$ cat config.mk
export PLATFORM = sky130hd
export DESIGN_NAME = div_seq_unit
export DESIGN_NICKNAME = d
export VERILOG_FILES = /design/src/rtl/div_seq_unit_pkg.sv /design/src/rtl/div_clz32.sv /design/src/rtl/div_seq_unit.sv
export SDC_FILE = /design/constraint.sdc
export NUM_CORES = 1
export LEC_CHECK = 0
export BUFFER_PORTS_ARGS = -buffer_cell sky130_fd_sc_hd__buf_2
export CAP_MARGIN = 20
export CORE_UTILIZATION = 60
export CTS_CLUSTER_SIZE = 12
export DETAILED_ROUTE_END_ITERATION = 7
export GPL_TIMING_DRIVEN = 0
export PLACE_DENSITY_LB_ADDON = 0.25
export SLEW_MARGIN = 15
export SYNTH_ARGS = -nofsm -noshare
export SYNTH_HDL_FRONTEND = slang
export SYNTH_SLANG_ARGS = --single-unit
$ cat constraint.sdc
create_clock -name clk -period 6.28 [get_ports clk]
set_input_delay 0.942 -clock clk [delete_from_list [all_inputs] [get_ports clk]]
set_output_delay 0.942 -clock clk [all_outputs]
set_load 0.005 [all_outputs]
$ cat src/rtl/div_seq_unit_pkg.sv
// div_seq_unit_pkg: shared definitions for the iterative divider.
//   - div_state_e : FSM state encodings (DivFree, DivByZero, DivOn, DivEnd)
//   - DivStart/DivStop, DivResultReady/DivResultNotReady handshake levels
//   - ZeroWord and datapath widths
//   - abs_word(): magnitude of an operand, honouring signedness
package div_seq_unit_pkg;

    localparam int unsigned DataWidth = 32;
    localparam int unsigned CountWidth = 6;

    typedef enum logic [1:0] {
        DivFree   = 2'b00,
        DivByZero = 2'b01,
        DivOn     = 2'b10,
        DivEnd    = 2'b11
    } div_state_e;

    localparam logic DivStart          = 1'b1;
    localparam logic DivStop           = 1'b0;
    localparam logic DivResultReady    = 1'b1;
    localparam logic DivResultNotReady = 1'b0;

    localparam logic [DataWidth-1:0] ZeroWord = '0;

    // Two's-complement magnitude; unsigned operands pass through untouched.
    function automatic logic [DataWidth-1:0] abs_word(input logic is_signed,
                                                      input logic [DataWidth-1:0] value);
        if (is_signed && value[DataWidth-1]) begin
            abs_word = ZeroWord - value;
        end else begin
            abs_word = value;
        end
    endfunction

endpackage

$ cat src/rtl/div_clz32.sv
// div_clz32: 32-bit leading-zero counter.
//   value : in  32  word to inspect
//   count : out 6   number of leading zeros (32 when value is zero)
module div_clz32 (
    input  logic [31:0] value,
    output logic [5:0]  count
);

    // Ascending scan: the highest set bit is the last one to write count.
    always_comb begin
        count = 6'd32;
        for (int i = 0; i < 32; i++) begin
            if (value[i]) begin
                count = 6'(31 - i);
            end
        end
    end

endmodule

$ cat src/rtl/div_seq_unit.sv
// div_seq_unit: multi-cycle restoring radix-2 divider for DIV/DIVU in EX.
//   clk          : in  1   pipeline clock
//   rst          : in  1   asynchronous active-high reset
//   signed_div_i : in  1   1 = DIV, 0 = DIVU (sampled at accept)
//   opdata1_i    : in  32  dividend (sampled at accept)
//   opdata2_i    : in  32  divisor (sampled at accept)
//   start_i      : in  1   request, held by EX until ready_o
//   annul_i      : in  1   abort the operation in flight
//   result_o     : out 64  {remainder, quotient}, registered
//   ready_o      : out 1   result valid, registered
// Optional build macro DIV_EARLY_TERM_EN: skip the leading-zero iterations of
// the dividend magnitude (a zero dividend completes like a divide by zero).
module div_seq_unit
    import div_seq_unit_pkg::*;
#(
    parameter int unsigned WIDTH = 32
) (
    input  logic                 clk,
    input  logic                 rst,
    input  logic                 signed_div_i,
    input  logic [WIDTH-1:0]     opdata1_i,
    input  logic [WIDTH-1:0]     opdata2_i,
    input  logic                 start_i,
    input  logic                 annul_i,
    output logic [2*WIDTH-1:0]   result_o,
    output logic                 ready_o
);

    div_state_e            state;
    logic [CountWidth-1:0] counter;
    // {rem[32:0], dvd/quotient[31:0]}
    logic [64:0]           work;
    logic [31:0]           divisor;
    logic                  dvd_neg;
    logic                  dvs_neg;
    logic                  signed_op;

    logic [31:0]           dvd_abs;
    logic [31:0]           dvs_abs;
    logic [64:0]           shifted;
    logic [32:0]           trial;
    logic [64:0]           work_next;
    logic [31:0]           q_fix;
    logic [31:0]           r_fix;

    logic [64:0]           start_work;
    logic [CountWidth-1:0] start_count;
    logic                  dvd_zero;

    assign dvd_abs = abs_word(signed_div_i, opdata1_i);
    assign dvs_abs = abs_word(signed_div_i, opdata2_i);

`ifdef DIV_EARLY_TERM_EN
    logic [5:0] lz;

    div_clz32 u_clz (
        .value (dvd_abs),
        .count (lz)
    );

    // The skipped iterations would only shift zeros into a zero remainder.
    assign start_work  = {33'b0, dvd_abs << lz};
    assign start_count = lz;
    assign dvd_zero    = (dvd_abs == ZeroWord);
`else
    assign start_work  = {33'b0, dvd_abs};
    assign start_count = '0;
    assign dvd_zero    = 1'b0;
`endif

    // One restoring step: shift, trial-subtract, keep the difference if it did not borrow.
    always_comb begin
        shifted = {work[63:0], 1'b0};
        trial   = shifted[64:32] - {1'b0, divisor};
        if (!trial[32]) begin
            work_next = {trial, shifted[31:1], 1'b1};
        end else begin
            work_next = shifted;
        end
    end

    // Sign fixups applied to the result of the final iteration.
    always_comb begin
        q_fix = work_next[31:0];
        r_fix = work_next[63:32];
        if (signed_op && (dvd_neg ^ dvs_neg)) begin
            q_fix = ZeroWord - work_next[31:0];
        end
        if (signed_op && dvd_neg) begin
            r_fix = ZeroWord - work_next[63:32];
        end
    end

    always_ff @(posedge clk or posedge rst) begin
        if (rst) begin
            state     <= DivFree;
            counter   <= '0;
            work      <= '0;
            divisor   <= ZeroWord;
            dvd_neg   <= 1'b0;
            dvs_neg   <= 1'b0;
            signed_op <= 1'b0;
            result_o  <= '0;
            ready_o   <= DivResultNotReady;
        end else begin
            case (state)
                DivFree: begin
                    ready_o <= DivResultNotReady;
                    if (start_i == DivStart && !annul_i) begin
                        if (opdata2_i == ZeroWord || dvd_zero) begin
                            state <= DivByZero;
                        end else begin
                            work      <= start_work;
                            divisor   <= dvs_abs;
                            dvd_neg   <= signed_div_i & opdata1_i[31];
                            dvs_neg   <= signed_div_i & opdata2_i[31];
                            signed_op <= signed_div_i;
                            counter   <= start_count;
                            state     <= DivOn;
                        end
                    end
                end
                DivByZero: begin
                    result_o <= '0;
                    ready_o  <= DivResultReady;
                    state    <= DivEnd;
                end
                DivOn: begin
                    // Abort takes priority over a completing iteration.
                    if (annul_i || start_i == DivStop) begin
                        ready_o <= DivResultNotReady;
                        state   <= DivFree;
                    end else begin
                        work    <= work_next;
                        counter <= counter + 6'd1;
                        if (counter == 6'd31) begin
                            result_o <= {r_fix, q_fix};
                            ready_o  <= DivResultReady;
                            state    <= DivEnd;
                        end
                    end
                end
                DivEnd: begin
                    if (start_i == DivStop) begin
                        result_o <= '0;
                        ready_o  <= DivResultNotReady;
                        state    <= DivFree;
                    end
                end
                default: begin
                    state <= DivFree;
                end
            endcase
        end
    end

endmodule

==> metrics.txt <==
run status finished, final reports clean; total power divided by cell area 446 nW/um^2; leak pwr between 6 and 7 nW; Die X 144 microns; share of layout cells above drive strength 1 12.6%; initial antenna violation count 0; DP Worst Slack 404 ps; Avg Vias per Cell 6.31; max_slew headroom 32.2%; register area share after synthesis 35.6%; Layout area overhead 13.4%; syn nets around 1,600; Synth Flop Type dfrtp_1; async set-reset flop share out of synthesis 100%; WP data required 6600 ps; Clock Latency Late Sink 440 ps; routed via count around 12,000; Bufs on Longest Clock Path 2; initial core utilization 61.8%; first-pass GRT wire length 57,100 microns; clk slew on worst S/H paths 70 ps; Crit Path Category flop to flop; Hold Vio Cnt, Final 0; height of the die 144 microns; GP Congestion a little under 1; crit path max fanout 10; Worst Clk Skew 14.6 ps; NumNets Final 1,755; WHS Path Cells 2; first-pass detailed-route iteration total 8; FMAX about 0.17 GHz; RSZ-0062 raised after global routing false; Post-CTS Setup Bufs 0; Total Power between 6 and 7 mW; total track usage approximately 36%; Post-Syn Area between 10,000 and 15,000 sq um; hold bufs inserted after CTS 0; Critical Path AT 6340 ps; ANT nets after route 0; IO Port Bufs 133; largest net degree at the start of global routing 113; Fill cells roughly 1,600; critical path capture point type flop; CTS Buf Count 17; final slew viol count 0; grt total ovfl 0; Worst VDD drop between 0.2 and 0.3 mV; Synth Register Bits around 170; Final min period ~6000 ps; die area 20,700 sq um; I/O Pins 134; CTS Sinks between 150 and 200; final setup vio count 0; synthesized netlist cell count 1,490; n_diodes 0; Core Area 19,600 sq um; Worst Setup Start Kind flop; HPWL after DPL 27,700 microns; crit path setup slack, layout approximately 260 ps; YS warnings 0; drt total wl 36,100 microns; Routed wire per std cell 18.8 microns; max cap viols 0; Mapped Avg Cell Area 8.12 sq um; Initial DRC Count 1,368; CTS tree yes; post-CTS resize count 0; H-tree levels 4; # rows 51; number of flops mapped to enable cells by yosys 0; number of global-route vias before repair roughly 11,000; Residual DRC 0; clk root buf clkbuf_16; crit share post-route between 90% and 100%; R2R depth 20; Hold Path Class flop to flop; Yosys cell types 86; Worst Tran Pin Value 992 ps
routing by layer:
layer / GRT usage (%) / vias to the layer above / routed length, microns
met5: 0 / - / 0
met4: 13.3 / 0 / 1140
met3: 7.19 / 118 / 3710
met2: 55.3 / 682 / 15900
met1: 49.3 / 5693 / 15300
li1: - / 5636 / -
layout make-up:
cell class | count | area [sq um] | area share, %
well taps | 265 | 332 | 2.42
clock buffers | 20 | 447 | 3.25
clock inverters | 12 | 131 | 0.957
inverters | 65 | 254 | 1.85
repair buffers | 135 | 701 | 5.11
multi-input cells | 1178 | 7230 | 52.7
flip-flops and latches | 172 | 4300 | 31.4
plain buffers | 75 | 322 | 2.34
power by group:
group / total [mW] / switching (mW) / leakage [nW] / internal, mW
combinational: 3.26 / 2.06 / 3.65 / 1.19
sequential: 1.81 / 0.334 / 2.25 / 1.48
clock: 1.05 / 0.485 / 0.277 / 0.570
total: 6.12 / 2.88 / 6.18 / 3.24
path summary, 6_finish.rpt:
| kind | slack (ps) | endpoint | startpoint |
|---|---|---|---|
| min | 480 | result_o[14] | result_o[14] |
| min reg2reg | 480 | result_o[14] | result_o[14] |
| max | 260 | result_o[62] | work[31] |
| max in group asynchronous | 4870 | divisor[4] | rst |
| min in group asynchronous | 510 | result_o[13] | rst |
| max reg2reg | 260 | result_o[62] | work[31] |
flip-flops by register name, indices dropped and copies added, names as in the netlist:
| register | count |
|---|---|
| dvd_neg | 1 |
| divisor | 32 |
| ready_o | 1 |
| work | 64 |
| state | 2 |
| dvs_neg | 1 |
| signed_op | 1 |
| counter | 6 |
| result_o | 64 |
cells in the final DEF, fill, tap and decap left out, types with 56 or more instances in the layout:
cell      instances
clkbuf_1         56
buf_2           146
xor2_1           61
nor2_1          122
nand2_1         202
inv_1            63
o21ai_0         144
xnor2_1          74
dfrtp_1         172
a21oi_1         127
stage by stage:
step | cells | hold WS [ps] | instance area, sq um | utilization [%] | setup TNS [ps]
floorplan | 1490 | 450 | 12100 | - | 0
CTS | 1921 | 475 | 13700 | 70.0 | 0
global route | 1922 | 499 | 13700 | 70.1 | 0
global placement | 1888 | 457 | 13100 | 66.9 | -189080
finish | 1922 | 476 | 13700 | 70.1 | 0
detailed placement | 1889 | 460 | 13100 | 67.1 | 0
kinds of logic (layout without fill, tap and decap cells):
kind of cell | count (synthesis) | in the layout | share of synthesized area (%)
and+or+nand+nor | 520 | 520 | 19.9
DFF | 172 | 172 | 35.6
xor gates and xnor gates | 135 | 135 | 9.77
AOI/OAI and AO/OA | 457 | 457 | 23.7
muxes | 24 | 24 | 1.99
adders and majority gates | 42 | 42 | 4.40
buffers and inverters | 140 | 307 | 4.69
synth_stat cells, drive strengths merged, types with 23 or more instances:
| library cell | instances | share of area [%] |
|---|---|---|
| mux2i | 23 | 1.9 |
| clkbuf | 55 | 1.7 |
| dfrtp | 172 | 36 |
| nor3 | 42 | 1.8 |
| nand2 | 203 | 6.3 |
| o21ai | 162 | 6.7 |
| nor2 | 123 | 3.8 |
| a21oi | 129 | 5.4 |
| xnor2 | 74 | 5.4 |
| nand3 | 33 | 1.4 |
| xor2 | 61 | 4.4 |
| o31ai | 25 | 1.6 |
| ha | 41 | 4.2 |
| inv | 65 | 2.0 |
critical path: stages, from the launching register on:
cell and delay, ps:
dfrtp_1 460, inv_1 90, ha_1 170, inv_1 60, fa_1 440, a211oi_2 310
o211ai_2 220, a22oi_2 440, a2111o_1 240, o211a_4 250, buf_2 280, buf_1 650
mux2i_1 410, ha_1 300, nand3_1 130, nor4_1 310, a21oi_1 150, or2_4 300
o41ai_2 400, xnor2_1 210, o21ai_1 80
Power figures use the tool's default switching activity.
